===== src/rtl/cpu_types_pkg.sv =====
// Shared ISA encodings, decoded control bundle and decode-stage state for the CPU pipeline.
// Field widths of decode_ctrl_t are fixed by REG_W; decode_stage's REG_AW is expected to match.
package cpu_types_pkg;

  localparam int REG_W = 5;
  typedef logic [REG_W-1:0] regbits_t;

  typedef enum logic [5:0] {
    OP_RTYPE = 6'h00,
    OP_J     = 6'h02,
    OP_JAL   = 6'h03,
    OP_BEQ   = 6'h04,
    OP_BNE   = 6'h05,
    OP_ADDI  = 6'h08,
    OP_ADDIU = 6'h09,
    OP_SLTI  = 6'h0A,
    OP_SLTIU = 6'h0B,
    OP_ANDI  = 6'h0C,
    OP_ORI   = 6'h0D,
    OP_XORI  = 6'h0E,
    OP_LUI   = 6'h0F,
    OP_LW    = 6'h23,
    OP_SW    = 6'h2B,
    OP_HALT  = 6'h3F
  } opcode_t;

  typedef enum logic [5:0] {
    FN_SLL  = 6'h00,
    FN_SRL  = 6'h02,
    FN_JR   = 6'h08,
    FN_ADDU = 6'h21,
    FN_SUBU = 6'h23,
    FN_AND  = 6'h24,
    FN_OR   = 6'h25,
    FN_XOR  = 6'h26,
    FN_NOR  = 6'h27,
    FN_SLT  = 6'h2A,
    FN_SLTU = 6'h2B
  } funct_t;

  typedef enum logic [3:0] {
    ALU_ADD  = 4'd0,
    ALU_SUB  = 4'd1,
    ALU_AND  = 4'd2,
    ALU_OR   = 4'd3,
    ALU_XOR  = 4'd4,
    ALU_NOR  = 4'd5,
    ALU_SLT  = 4'd6,
    ALU_SLTU = 4'd7,
    ALU_SLL  = 4'd8,
    ALU_SRL  = 4'd9
  } aluop_t;

  // Writeback source select; MTR_IMM lets LUI write its shifted immediate directly.
  typedef enum logic [1:0] {
    MTR_ALU  = 2'd0,
    MTR_MEM  = 2'd1,
    MTR_LINK = 2'd2,
    MTR_IMM  = 2'd3
  } memtoreg_t;

  typedef enum logic {
    RUN    = 1'b0,
    HALTED = 1'b1
  } stage_state_t;

  typedef struct packed {
    aluop_t    aluop;
    regbits_t  rsel1;
    regbits_t  rsel2;
    regbits_t  wsel;
    logic      WEN;
    logic      dREN;
    logic      dWEN;
    logic      irsel;
    memtoreg_t memtoreg;
    logic      branch_eq;
    logic      branch_ne;
    logic      jump;
    logic      jump_reg;
    logic      link;
    logic      halt;
    logic      illegal;
  } decode_ctrl_t;

  function automatic aluop_t funct_alu(input logic [5:0] fn);
    case (fn)
      FN_SUBU: return ALU_SUB;
      FN_AND:  return ALU_AND;
      FN_OR:   return ALU_OR;
      FN_XOR:  return ALU_XOR;
      FN_NOR:  return ALU_NOR;
      FN_SLT:  return ALU_SLT;
      FN_SLTU: return ALU_SLTU;
      default: return ALU_ADD;
    endcase
  endfunction

  function automatic aluop_t itype_alu(input logic [5:0] op);
    case (op)
      OP_SLTI:  return ALU_SLT;
      OP_SLTIU: return ALU_SLTU;
      OP_ANDI:  return ALU_AND;
      OP_ORI:   return ALU_OR;
      OP_XORI:  return ALU_XOR;
      default:  return ALU_ADD;
    endcase
  endfunction

endpackage


===== src/rtl/decode_stage_if.sv =====
// Fetch-to-decode handshake, EX load-hazard hints and the decode-to-EX output bundle.
interface decode_stage_if
  import cpu_types_pkg::*;
#(
  parameter int WORD_W = 32,
  parameter int REG_AW = 5
) ();

  logic [WORD_W-1:0] instr_i;
  logic              in_valid;
  logic              in_ready;
  logic              flush_i;
  logic              ex_memread_i;
  logic [REG_AW-1:0] ex_wsel_i;
  logic              out_valid;
  logic              out_ready;
  decode_ctrl_t      ctrl_o;
  logic [WORD_W-1:0] imm_o;

  modport master (
    output instr_i, in_valid, flush_i, ex_memread_i, ex_wsel_i, out_ready,
    input  in_ready, out_valid, ctrl_o, imm_o
  );

  modport slave (
    input  instr_i, in_valid, flush_i, ex_memread_i, ex_wsel_i, out_ready,
    output in_ready, out_valid, ctrl_o, imm_o
  );

endinterface


===== src/rtl/instr_decoder.sv =====
// Purely combinational instruction decode into the control bundle and extended immediate.
// Register selects for unused operands are forced to 0 so they never raise a false load-use hazard.
module instr_decoder
  import cpu_types_pkg::*;
#(
  parameter int WORD_W    = 32,
  parameter int LUI_SHIFT = 16
) (
  input  logic [WORD_W-1:0] instr,
  output decode_ctrl_t      ctrl,
  output logic [WORD_W-1:0] imm,
  output logic              rt_used
);

  logic [5:0]        op;
  logic [5:0]        fn;
  regbits_t          rs;
  regbits_t          rt;
  regbits_t          rd;
  logic [WORD_W-1:0] imm_sx;
  logic [WORD_W-1:0] imm_zx;
  logic [WORD_W-1:0] shamt_zx;
  logic [WORD_W-1:0] addr_zx;
  logic              legal;

  assign op       = instr[31:26];
  assign fn       = instr[5:0];
  assign rs       = instr[25:21];
  assign rt       = instr[20:16];
  assign rd       = instr[15:11];
  assign imm_sx   = {{(WORD_W-16){instr[15]}}, instr[15:0]};
  assign imm_zx   = {{(WORD_W-16){1'b0}}, instr[15:0]};
  assign shamt_zx = {{(WORD_W-5){1'b0}}, instr[10:6]};
  assign addr_zx  = {{(WORD_W-26){1'b0}}, instr[25:0]};

  always_comb begin
    ctrl          = '0;
    ctrl.aluop    = ALU_ADD;
    ctrl.memtoreg = MTR_ALU;
    imm           = '0;
    rt_used       = 1'b0;
    legal         = 1'b1;
    case (op)
      OP_RTYPE: begin
        case (fn)
          FN_SLL, FN_SRL: begin
            ctrl.rsel2 = rt;
            rt_used    = 1'b1;
            ctrl.wsel  = rd;
            ctrl.WEN   = 1'b1;
            ctrl.irsel = 1'b1;
            ctrl.aluop = (fn == FN_SLL) ? ALU_SLL : ALU_SRL;
            imm        = shamt_zx;
          end
          FN_JR: begin
            ctrl.rsel1    = rs;
            ctrl.jump_reg = 1'b1;
          end
          FN_ADDU, FN_SUBU, FN_AND, FN_OR, FN_XOR, FN_NOR, FN_SLT, FN_SLTU: begin
            ctrl.rsel1 = rs;
            ctrl.rsel2 = rt;
            rt_used    = 1'b1;
            ctrl.wsel  = rd;
            ctrl.WEN   = 1'b1;
            ctrl.aluop = funct_alu(fn);
          end
          default: legal = 1'b0;
        endcase
      end
      OP_ADDI, OP_ADDIU, OP_SLTI, OP_SLTIU, OP_ANDI, OP_ORI, OP_XORI: begin
        ctrl.rsel1 = rs;
        ctrl.wsel  = rt;
        ctrl.WEN   = 1'b1;
        ctrl.irsel = 1'b1;
        ctrl.aluop = itype_alu(op);
        imm        = (op == OP_ADDI || op == OP_ADDIU || op == OP_SLTI) ? imm_sx : imm_zx;
      end
      OP_LUI: begin
        ctrl.wsel     = rt;
        ctrl.WEN      = 1'b1;
        ctrl.irsel    = 1'b1;
        ctrl.memtoreg = MTR_IMM;
        imm           = imm_zx << LUI_SHIFT;
      end
      OP_LW: begin
        ctrl.rsel1    = rs;
        ctrl.wsel     = rt;
        ctrl.WEN      = 1'b1;
        ctrl.dREN     = 1'b1;
        ctrl.irsel    = 1'b1;
        ctrl.memtoreg = MTR_MEM;
        imm           = imm_sx;
      end
      OP_SW: begin
        ctrl.rsel1 = rs;
        ctrl.rsel2 = rt;
        rt_used    = 1'b1;
        ctrl.dWEN  = 1'b1;
        ctrl.irsel = 1'b1;
        imm        = imm_sx;
      end
      OP_BEQ, OP_BNE: begin
        ctrl.rsel1     = rs;
        ctrl.rsel2     = rt;
        rt_used        = 1'b1;
        ctrl.aluop     = ALU_SUB;
        ctrl.branch_eq = (op == OP_BEQ);
        ctrl.branch_ne = (op == OP_BNE);
        imm            = imm_sx;
      end
      OP_J: begin
        ctrl.jump = 1'b1;
        imm       = addr_zx;
      end
      OP_JAL: begin
        ctrl.jump     = 1'b1;
        ctrl.link     = 1'b1;
        ctrl.wsel     = regbits_t'(31);
        ctrl.WEN      = 1'b1;
        ctrl.memtoreg = MTR_LINK;
        imm           = addr_zx;
      end
      OP_HALT: ctrl.halt = 1'b1;
      default: legal = 1'b0;
    endcase

    if (!legal) begin
      ctrl         = '0;
      ctrl.illegal = 1'b1;
      imm          = '0;
      rt_used      = 1'b0;
    end
    // $0 is hardwired, so a write to it is dropped here rather than in writeback.
    if (ctrl.wsel == '0) begin
      ctrl.WEN = 1'b0;
    end
  end

endmodule


===== src/rtl/decode_stage.sv =====
// One-register decode pipeline stage with load-use interlock, flush and HALT lockout.
// Latency 1 cycle accept-to-out_valid; holds output while out_ready is low, flush overrides all.
module decode_stage
  import cpu_types_pkg::*;
#(
  parameter int WORD_W    = 32,
  parameter int REG_AW    = 5,
  parameter bit HAZARD_EN = 1'b1,
  parameter int LUI_SHIFT = 16
) (
  input logic           CLK,
  input logic           nRST,
  decode_stage_if.slave bus
);

  decode_ctrl_t      dec_ctrl;
  logic [WORD_W-1:0] dec_imm;
  logic              dec_rt_used;
  stage_state_t      state;
  logic              out_valid_q;
  decode_ctrl_t      ctrl_q;
  logic [WORD_W-1:0] imm_q;
  logic              hazard;
  logic              ready;
  logic              accept;
  logic              hit_rs;
  logic              hit_rt;

  instr_decoder #(
    .WORD_W   (WORD_W),
    .LUI_SHIFT(LUI_SHIFT)
  ) u_instr_decoder (
    .instr  (bus.instr_i),
    .ctrl   (dec_ctrl),
    .imm    (dec_imm),
    .rt_used(dec_rt_used)
  );

  assign hit_rs = (bus.ex_wsel_i == REG_AW'(dec_ctrl.rsel1));
  assign hit_rt = dec_rt_used && (bus.ex_wsel_i == REG_AW'(dec_ctrl.rsel2));
  assign hazard = HAZARD_EN && bus.in_valid && bus.ex_memread_i
                  && (bus.ex_wsel_i != '0) && (hit_rs || hit_rt);

  assign ready  = (!out_valid_q || bus.out_ready) && !hazard && !bus.flush_i && (state == RUN);
  assign accept = bus.in_valid && ready;

  assign bus.in_ready  = ready;
  assign bus.out_valid = out_valid_q;
  assign bus.ctrl_o    = ctrl_q;
  assign bus.imm_o     = imm_q;

  // Accepting HALT needs !flush_i, so a flushed HALT can never reach HALTED.
  always_ff @(posedge CLK) begin
    if (!nRST) begin
      state       <= RUN;
      out_valid_q <= 1'b0;
      ctrl_q      <= '0;
      imm_q       <= '0;
    end else if (bus.flush_i) begin
      out_valid_q <= 1'b0;
    end else if (accept) begin
      out_valid_q <= 1'b1;
      ctrl_q      <= dec_ctrl;
      imm_q       <= dec_imm;
      if (dec_ctrl.halt) begin
        state <= HALTED;
      end
    end else if (bus.out_ready) begin
      out_valid_q <= 1'b0;
    end
  end

endmodule

===== src/flat_wrapper.sv =====
// flat-port wrapper written by rule: the top's interface ports become plain ports
module decode_stage_flat import cpu_types_pkg::*;
#(
  parameter int WORD_W    = 32,
  parameter int REG_AW    = 5,
  parameter bit HAZARD_EN = 1'b1,
  parameter int LUI_SHIFT = 16
)
  (CLK, nRST, bus_instr_i, bus_in_valid, bus_flush_i, bus_ex_memread_i, bus_ex_wsel_i, bus_out_ready, bus_in_ready, bus_out_valid, bus_ctrl_o, bus_imm_o);
  decode_stage_if #(.WORD_W(WORD_W), .REG_AW(REG_AW)) bus_i ();
  input logic CLK;
  input logic nRST;
  input wire logic [$bits(bus_i.instr_i)-1:0] bus_instr_i;
  input wire logic [$bits(bus_i.in_valid)-1:0] bus_in_valid;
  input wire logic [$bits(bus_i.flush_i)-1:0] bus_flush_i;
  input wire logic [$bits(bus_i.ex_memread_i)-1:0] bus_ex_memread_i;
  input wire logic [$bits(bus_i.ex_wsel_i)-1:0] bus_ex_wsel_i;
  input wire logic [$bits(bus_i.out_ready)-1:0] bus_out_ready;
  output wire logic [$bits(bus_i.in_ready)-1:0] bus_in_ready;
  output wire logic [$bits(bus_i.out_valid)-1:0] bus_out_valid;
  output wire logic [$bits(bus_i.ctrl_o)-1:0] bus_ctrl_o;
  output wire logic [$bits(bus_i.imm_o)-1:0] bus_imm_o;
  assign bus_i.instr_i = bus_instr_i;
  assign bus_i.in_valid = bus_in_valid;
  assign bus_i.flush_i = bus_flush_i;
  assign bus_i.ex_memread_i = bus_ex_memread_i;
  assign bus_i.ex_wsel_i = bus_ex_wsel_i;
  assign bus_i.out_ready = bus_out_ready;
  assign bus_in_ready = bus_i.in_ready;
  assign bus_out_valid = bus_i.out_valid;
  assign bus_ctrl_o = bus_i.ctrl_o;
  assign bus_imm_o = bus_i.imm_o;
  decode_stage #(.WORD_W(WORD_W), .REG_AW(REG_AW), .HAZARD_EN(HAZARD_EN), .LUI_SHIFT(LUI_SHIFT)) u_core (.CLK(CLK), .nRST(nRST), .bus(bus_i));
endmodule

===== config.mk =====
export PLATFORM = sky130hd
export DESIGN_NAME = decode_stage_flat
export DESIGN_NICKNAME = d
export VERILOG_FILES = /design/src/rtl/cpu_types_pkg.sv /design/src/rtl/decode_stage_if.sv /design/src/rtl/instr_decoder.sv /design/src/rtl/decode_stage.sv /design/src/flat_wrapper.sv
export SDC_FILE = /design/constraint.sdc
export NUM_CORES = 1
export LEC_CHECK = 0
export ABC_AREA = 1
export BUFFER_PORTS_ARGS = -buffer_cell sky130_fd_sc_hd__clkbuf_2
export CORE_AREA = 3 3 91 93
export CTS_BUF_LIST = sky130_fd_sc_hd__clkbuf_4 sky130_fd_sc_hd__clkbuf_8
export DETAILED_ROUTE_END_ITERATION = 10
export DIE_AREA = 0 0 94 96
export PLACE_DENSITY = 0.81
export SLEW_MARGIN = 20
export SYNTH_ARGS = -nofsm -noshare
export SYNTH_HDL_FRONTEND = slang
export SYNTH_SLANG_ARGS = --single-unit

===== constraint.sdc =====
create_clock -name CLK -period 2.9 [get_ports CLK]
set_input_delay 0.58 -clock CLK [delete_from_list [all_inputs] [get_ports CLK]]
set_output_delay 0.58 -clock CLK [all_outputs]
set_load 0.02 [all_outputs]

# Yosys cells after proc, flatten, opt, wreduce, memory -nomap -nowiden
# Cells that the tools add are included.
[totals] out_inout_bits=66 memories=0 inputBits=43 word_cells=120 regBits=66 latchBits=0 romBits=0 mem_bits_rw=0
[op_classes] n_mux=34 eq_ne=27 order_cmp=0 n_div=0 bitwise_logic=3 shifts=0 n_mul=0 n_reduce_logical=37 add_sub_neg=0
[ops] operator="$pmux W32 S5" count=1
[ops] operator="$mux W32" count=3
[ops] operator="$eq A6 B6 Y1 const B" count=11
[ops] operator="$eq A6 B4 Y1 const B" count=9
[ops] operator="$reduce_or A11 Y1" count=2
[ops] operator="$pmux W3 S7" count=1
[ops] operator="$pmux W5 S2" count=2
[ops] operator="$reduce_or A10 Y1" count=2
[ops] operator="$eq A6 B2 Y1 const B" count=3
[ops] operator="$pmux W6 S3" count=1
[ops] operator="$reduce_or A9 Y1" count=2
[ops] operator="$mux W1" count=15
[ops] operator="$pmux W3 S5" count=1
[ops] operator="$reduce_or A15 Y1" count=1
[ops] operator="$eq A6 B3 Y1 const B" count=2
[ops] operator="$logic_not A6 Y1" count=2
[ops] operator="$pmux W4 S3" count=1
[ops] operator="$mux W11" count=1
[ops] operator="$eq A5 B5 Y1" count=2
[ops] operator="$mux W5" count=2
[ops] operator="$logic_and A1 B1 Y1" count=8
[ops] operator="$pmux W4 S2" count=1
[ops] operator="$reduce_or A2 Y1" count=4
[ops] operator="$reduce_or A8 Y1" count=1
[ops] operator="other kinds (14)" count=23

# Depth between registers and ports, before layout
# Gate-level depths: netlist of the first run.
[logic_depth] depth_word=15 depth_mapped=21 mapped_depth_nobuf=19

# By module
# A second synthesis of the first run with hierarchy kept.
[hier_totals] hier_cells=675 hier_area_um2=3977.6
[by_module_without_submodules] mod="decode_stage" area_per_inst_um2=2974.1 n_inst=1 cells_per_inst=470 seq_area_each_um2=1321.3
[by_module_without_submodules] mod="instr_decoder" area_per_inst_um2=1003.5 n_inst=1 cells_per_inst=205 seq_area_each_um2=0.0

# Worst setup path after synthesis of the first run
# OpenSTA, ideal clock, no wires.
[synth_path] path_type="input -> output" startpoint="input port bus_instr_i[4]" endpoint="output port bus_in_ready" path_stages=11 n_path_buf=0 arrival_ns=2.137 t_required_ns=2.320 path_slack_ns=0.183 cell_sequence="nor2_1 -> nand3_1 -> nor2_2 -> inv_2 -> nand2_1 -> inv_2 -> nand3_2 -> nand3_1 -> nand3_1 -> nand2_2 -> a21boi_0"
[synth_via] elab_chain_len=13 elab_cells_between_ends=33 cone_classes="eq/ne: 12; mux: 10; reduce/logical: 11"
[synth_lines] item="from (decl)" line="flat_wrapper.sv:13" rtl="input wire logic [$bits(bus_i.instr_i)-1:0] bus_instr_i;"
[synth_lines] item="$eq A6 B6 Y1 (tied with other cells)" line="instr_decoder.sv:45" rtl="case (fn)"
[synth_lines] item="$reduce_or A11 Y1 (no source line) or $reduce_or A10 Y1 (tied branches)"
[synth_lines] item="$mux W1 or $mux W11 (tied branches)" line="instr_decoder.sv:45"
[synth_lines] item="$pmux W1 S2 or $pmux W5 S2 (tied branches)" line="instr_decoder.sv:43" rtl="case (op)"
[synth_lines] item="$mux W32" line="instr_decoder.sv:127" rtl="if (!legal) begin"
[synth_lines] item="$eq A5 B5 Y1" line="decode_stage.sv:40" rtl="assign hit_rt = dec_rt_used && (bus.ex_wsel_i == REG_AW'(dec_ctrl.rsel2));"
[synth_lines] item="$logic_and A1 B1 Y1" line="decode_stage.sv:40"
[synth_lines] item="$logic_or A1 B1 Y1 (*)" line="decode_stage.sv:42" rtl="&& (bus.ex_wsel_i != '0) && (hit_rs || hit_rt);"
[synth_lines] item="$logic_and A1 B1 Y1 (*)" line="decode_stage.sv:42"
[synth_lines] item="$logic_not A1 Y1 (*)" line="decode_stage.sv:44" rtl="assign ready = (!out_valid_q || bus.out_ready) && !hazard && !bus.flush_i && (state == RUN);"
[synth_lines] item="$logic_and A1 B1 Y1 (*) (3 in a row)" line="decode_stage.sv:44"
[synth_lines] item="to (decl)" line="flat_wrapper.sv:19" rtl="output wire logic [$bits(bus_i.in_ready)-1:0] bus_in_ready;"
# Every way passes the cells marked *; elsewhere a longest branch is shown, timed or not.

# Worst setup path after layout of the first run
[layout_path] startpoint="input port bus_instr_i[28]" endpoint="output port bus_in_ready"
[layout_via] elab_chain_len=12 elab_cells_between_ends=34 cone_classes="eq/ne: 17; mux: 6; reduce/logical: 11"
[layout_lines] item="$eq A6 B4 Y1 (tied with other cells)" line="instr_decoder.sv:43"
[layout_lines] item="$reduce_or A15 Y1 (no source line) or $reduce_or A3 Y1 (tied branches)"
[layout_lines] item="$pmux W1 S2 or $pmux W5 S2 (tied branches)" line="instr_decoder.sv:43"
[layout_lines] item="$mux W32" line="instr_decoder.sv:127"
[layout_lines] item="$eq A5 B5 Y1" line="decode_stage.sv:40"
[layout_lines] item="$logic_and A1 B1 Y1" line="decode_stage.sv:40"
[layout_lines] item="$logic_or A1 B1 Y1 (*)" line="decode_stage.sv:42"
[layout_lines] item="$logic_and A1 B1 Y1 (*)" line="decode_stage.sv:42"
[layout_lines] item="$logic_not A1 Y1 (*)" line="decode_stage.sv:44"
[layout_lines] item="$logic_and A1 B1 Y1 (*) (3 in a row)" line="decode_stage.sv:44"
# Marks and branches as above.

==> flow_summary.ini, run 1 <==
[run_status]
status = finished, final reports clean

[clock_tree]
cts_max_path_buffers = 2
cts_buffers = 9
cts-root-buf = clkbuf_8
cts_tree = built
clkLatencyLatePin_ns = 0.34
clk_pin_slew_worst_paths_ns = 0.07
cts.sinks = 66
cts_max_level = 3

[flow_run]
maxCapViolCount = 0

[setup_path]
crit_fanout = 14
cp_cell_sequence = clkbuf_2 -> inv_2 -> nor2_1 -> nand3_1 -> nand2_2 -> inv_2 -> nand2_2 -> nor2_4 -> nand2_8 -> nand2_1 -> nand2_1 -> nand2_1 -> nor2_1 -> nand3_2 -> nand2_2 -> a21boi_1 -> buf_4
critPathLaunchType = input pin
critPathMaxStageDelay_ns = 0.16
endpoint_kind = output pin
worstSetupPathType = input pin to output pin
crit_required_ns = 2.32
cp_slowest_cell = buf_4
worstPathArrival_ns = 2.18

[yosys]
syn-num-nets = 724
ys.flop_type = dfxtp_1
yosysSeqAreaShare_pct = 32.3
synth.ff_latch_count = 66
synth_area_leader_cell = dfxtp_1
synthMostInstantiatedCell = nand2_1
async_flop_share_pct = 0
synth_edf_count = 0
synth_area_leaders = dfxtp_1 32%, nand2_1 16%, inv_1 12%
netlist.area_leader.share_pct = 32.3
netlist_area_mm2 = 0.00409
synth_commonest_cells = 179 x nand2_1, 127 x inv_1, 112 x nor2_1
yosysWarnings = 0
syn-instance-count = 681
avgSynthCellArea_um2 = 6.00
ys_types = 35

[layout]
syn_to_final_growth_pct = 21.7
fin_nets = 831
drive_above_1_share_pct = 24.3
final_cells = 893
antenna_cells = 0

[hold_path]
hp-class = input pin to register

[pwr]
power_density_mw_per_mm2 = 453
p_leak_nw = 2.80
ir_worst_vdd_uv = 213
total_power_mw = 2.25

[global_route]
grt_use_total_pct = 26.5
grt_first_pass_wirelength_um = 19200
antenna_found_initial = 0
gr-total-overflow = 0
grt_pass1_vias = 4116
grt_max_degree = 52

[detailed_routing]
initialDrtViolationCount = 277
post_drt_wl_per_cell_um = 13.3
vias = 4551
wl_um = 11900
route.detailed.drc = 0
final_antenna_net_count = 0
via_per_inst = 5.10
first_pass_iters = 5

[die]
chipWidth_um = 94
initial_core_util_pct = 53.8
core_area_mm2 = 0.00761
dieArea_mm2 = 0.00902
io_pins = 109
rows = 32
die_h_um = 96

[placement]
port_buffers = 108
place_congestion = 1.01
place_hpwl_um = 8930
dp_slack_ns = 0.0196
dp.cells = 877

[sta]
clock.fmax_mhz = 362
drv_slew = 0
finalHoldViolCount = 0
period_minus_slack_ns = 2.76
skew_ns = 0.00795
finalSetupViolations = 0
hold_ws_ns = 0.426
period_share_pct = 95.2
slew-limit-headroom_pct = 32.3
worst_slack_ns = 0.138
worst_pin_slew_ns = 1.01
[kinds of logic after synthesis]
kind of cell / share of synthesized area, %
AO/OA/AOI/OAI: 8.87
XOR/XNOR: 0.428
flip-flops: 32.3
AND/OR/NAND/NOR: 39.7
buffers and inverters: 18.7
[metal layers]
layer  global-route usage (%)  wire length (um)
met5                        0                 0
met4                     9.15               272
met3                     5.55               814
met2                     44.4              5690
met1                     33.9              5090
[repair_timing]
action                                  CTS  global route
endpoints found under the setup margin    0             1
buffers inserted                          0             2
hold endpoints to repair                  0             0
resized for setup                         0            19
hold buffers                              0             0
[worst paths after layout]
path	from	to	slack [ns]	depth (start not counted)
max	bus_instr_i[28]	bus_in_ready	0.14	17
min	bus_flush_i	u_core.bus.out_valid	0.43	2
max reg2reg	u_core.bus.out_valid	u_core.bus.ctrl_o[22]	1.10	8
min reg2reg	u_core.state	u_core.state	0.47	2
[placed cells by master, fill, tap and decap left out, drive strengths merged]
| cell | instances |
|---|---|
| clkinvlp | 1 |
| o221ai | 3 |
| nand4 | 41 |
| xor2 | 1 |
| o311ai | 1 |
| o21ai | 4 |
| nor3 | 8 |
| clkinv | 2 |
| a21oi | 19 |
| nor2 | 117 |
| o22ai | 4 |
| xnor2 | 1 |
| dfxtp | 66 |
| o211ai | 4 |
| a221oi | 1 |
| nand2 | 184 |
| a211oi | 10 |
| buf | 21 |
| a21boi | 1 |
| a2111oi | 1 |
| o31ai | 2 |
| inv | 149 |
| nand3 | 25 |
| clkbuf | 119 |
| nor4 | 1 |
| a22oi | 5 |
[final cells by class]
class	instances	area, um^2
well taps	102	128
clock buffers	12	165
repair buffers	128	718
clock inverters	2	12.5
flip-flops and latches	66	1320
inverters	150	563
multi-input cells	433	2070
fillers	742	2630
[where the power goes]
| part | internal [mW] | switching, mW | leakage [nW] |
|---|---|---|---|
| logic | 0.182 | 0.359 | 2.17 |
| registers | 0.966 | 0.0304 | 0.542 |
| clock network | 0.370 | 0.344 | 0.0903 |
[state kept, by name, summed over array words and instances, names as in the netlist]
| register | cells |
|---|---|
| u_core.state | 1 |
| u_core.bus.imm_o | 32 |
| u_core.bus.ctrl_o | 32 |
| u_core.bus.out_valid | 1 |
[metrics by stage]
| step | utilization, % | area (um^2) | setup TNS [ns] |
|---|---|---|---|
| after floorplan | - | 4090 | 0 |
| after global placement | 62.1 | 4720 | 0 |
| after detailed placement | 62.1 | 4720 | 0 |
| after CTS | 64.4 | 4900 | 0 |
| after global routing | 65.4 | 4980 | -0.0405 |
| final | 65.4 | 4980 | 0 |
[critical path, delay by kind of cell]
kind | cells | cell delay, ns
buf+inv | 4 | 0.42
simple gates | 12 | 1.10
compound gates | 1 | 0.07
Power figures use the tool's default switching activity.
==> run 2, diff against run 1 <==
BUFFER_PORTS_ARGS = -buffer_cell sky130_fd_sc_hd__buf_4   (was -buffer_cell sky130_fd_sc_hd__clkbuf_2)
SKIP_CTS_REPAIR_TIMING = 1   (was unset)
==> run 2 against run 1 <==
  * Sequential share of layout area fell by 1.1 points
  * Design area is 4.1% higher
  * Clock power rose by 1%
  * Global-route usage rose by 1.3 points
  * Cell count is 0.11% higher
  * Die area unchanged
  * Flip-flop and latch count unchanged
  * Fmax up 0.96%
  * Clock skew up 0.0040 ns
  * Critical path depth fell by 3
  * Critical endpoint unchanged
==> flow_summary.ini, run 2 (synthesis gave the netlist of run 1 again) <==
[run_status]
status = finished, final reports clean

[pwr]
swShare_pct = 33.7
pwr-share-clk_pct = 31.3
power_density_mw_per_mm2 = 445
total_power_mw = 2.30
ir_worst_vdd_uv = 256
seq_power_share_pct = 43.3
power_frac_comb_pct = 25.4
p_leak_nw = 2.87
internal_power_mw = 1.53
p_sw_uw = 776

[die]
core_area_mm2 = 0.00761
io_pins = 109
chipWidth_um = 94
dieArea_mm2 = 0.00902
die_h_um = 96
initial_core_util_pct = 53.8
rows = 32

[setup_path]
reg2regPathDepth = 8
worstPathArrival_ns = 2.16
r2r_start = u_core.bus.out_valid
crit_required_ns = 2.32
regToRegSetupSlack_ns = 1.24
crit_fanout = 14
endpoint_kind = output pin
critPathLaunchType = input pin
worstSetupPathType = input pin to output pin
reg2reg_to = u_core.bus.ctrl_o[25]

[layout]
fin_nets = 830
mostFrequentLayoutCells = 178 x nand2_1, 127 x inv_1, 125 x buf_4
antenna_cells = 0
drive_above_1_share_pct = 23.1
final_cells = 894
fill_cells = 713
layout_commonest_cell = nand2_1
syn_to_final_growth_pct = 26.7
seq_area_mm2 = 0.00132
multiInputGateArea_mm2 = 0.00201

[sta]
skew_ns = 0.0119
slew-limit-headroom_pct = 58.0
period_minus_slack_ns = 2.74
drv_slew = 0
period_share_pct = 94.3
finalHoldViolCount = 0
finalSetupViolations = 0
worst_pin_slew_ns = 0.630
finalSetupTns_ns = 0
rsz0062_at_grt = false
clock.fmax_mhz = 366

[global_route]
gr-total-overflow = 0
grt_max_degree = 66
grt_pass1_vias = 4168
antenna_found_initial = 0
grt_use_total_pct = 27.8
grt_first_pass_wirelength_um = 19800

[placement]
port_buffers = 108
place_congestion = 0.950
place_hpwl_um = 9450
dp.cells = 875

[hold_path]
holdPathEnd = u_core.bus.out_valid
holdPathStages = 2
min-delay-start = bus_flush_i
hp-class = input pin to register

[detailed_routing]
first_pass_iters = 6
via_per_inst = 5.06
vias = 4528
route.detailed.drc = 0
post_drt_wl_per_cell_um = 13.7
wl_um = 12300
final_antenna_net_count = 0
initialDrtViolationCount = 260

[clock_tree]
cts_max_path_buffers = 2
cts.sinks = 66
cts_buffers = 9
cts_max_level = 3
cts_tree = built
clk_pin_slew_worst_paths_ns = 0.08
clkLatencyLatePin_ns = 0.35
cts-root-buf = clkbuf_8

[flow_run]
maxCapViolCount = 0
run 2: per-layer routing:
layer  vias up  part of all wire, %  GRT usage [%]
met5         -                    0              0
met4         0                  2.5           10.7
met3        26                  6.5           5.94
met2       189                   47           45.5
met1      2017                   44           35.8
li1       2296                    -              -
run 2: layout make-up:
cell class                      instances  area share (%)
Clock buffer                           10            2.66
Tap cell                              102            2.46
Clock inverter                          6           0.797
Inverter                              150            10.9
Multi-Input combinational cell        433            38.8
Timing Repair Buffer                  127            18.9
Sequential cell                        66            25.5
run 2: worst max-delay path, stage by stage:
cell	delay [ns]
buf_4	0.13
nor2_2	0.20
nand3_1	0.18
nand4_1	0.13
nand2_2	0.09
nand2_4	0.15
nand2_1	0.08
nand2_1	0.07
nand2_1	0.05
nor2_1	0.11
nand3_2	0.09
nand2_2	0.07
a21boi_1	0.07
buf_4	0.16
run 2: metrics by stage:
stage          setup WS, ns  utilization, %  cell area (um^2)  hold WS [ns]
2_1_floorplan         0.183               -              4090         0.428
3_3_place_gp          0.124            65.4              4980         0.459
3_5_place_dp          0.108            65.4              4980         0.458
4_1_cts              0.0993            67.8              5150         0.379
5_1_grt             0.00990            68.1              5180         0.381
6_report              0.165            68.1              5180         0.388
run 2: power groups by stage:
stage / clock network [mW] / registers [mW] / logic, mW
floorplan: 0 / 1.09 / 0.288
global placement: 0 / 1.01 / 0.570
detailed placement: 0 / 1.02 / 0.581
CTS: 0.731 / 0.997 / 0.584
global route: 0.771 / 1.00 / 0.652
finish: 0.722 / 0.997 / 0.585
run 2: worst max path at each step:
stage | from | end | slack [ns] | cells after the start
floorplan | bus_instr_i[4] | bus_in_ready | 0.18 | 11
global route | bus_instr_i[31] | bus_in_ready | 0.01 | 16
finish | bus_instr_i[4] | bus_in_ready | 0.16 | 14
detailed placement | bus_instr_i[29] | bus_in_ready | 0.11 | 14
CTS | bus_instr_i[2] | bus_in_ready | 0.1 | 15
global placement | bus_instr_i[2] | bus_in_ready | 0.12 | 15
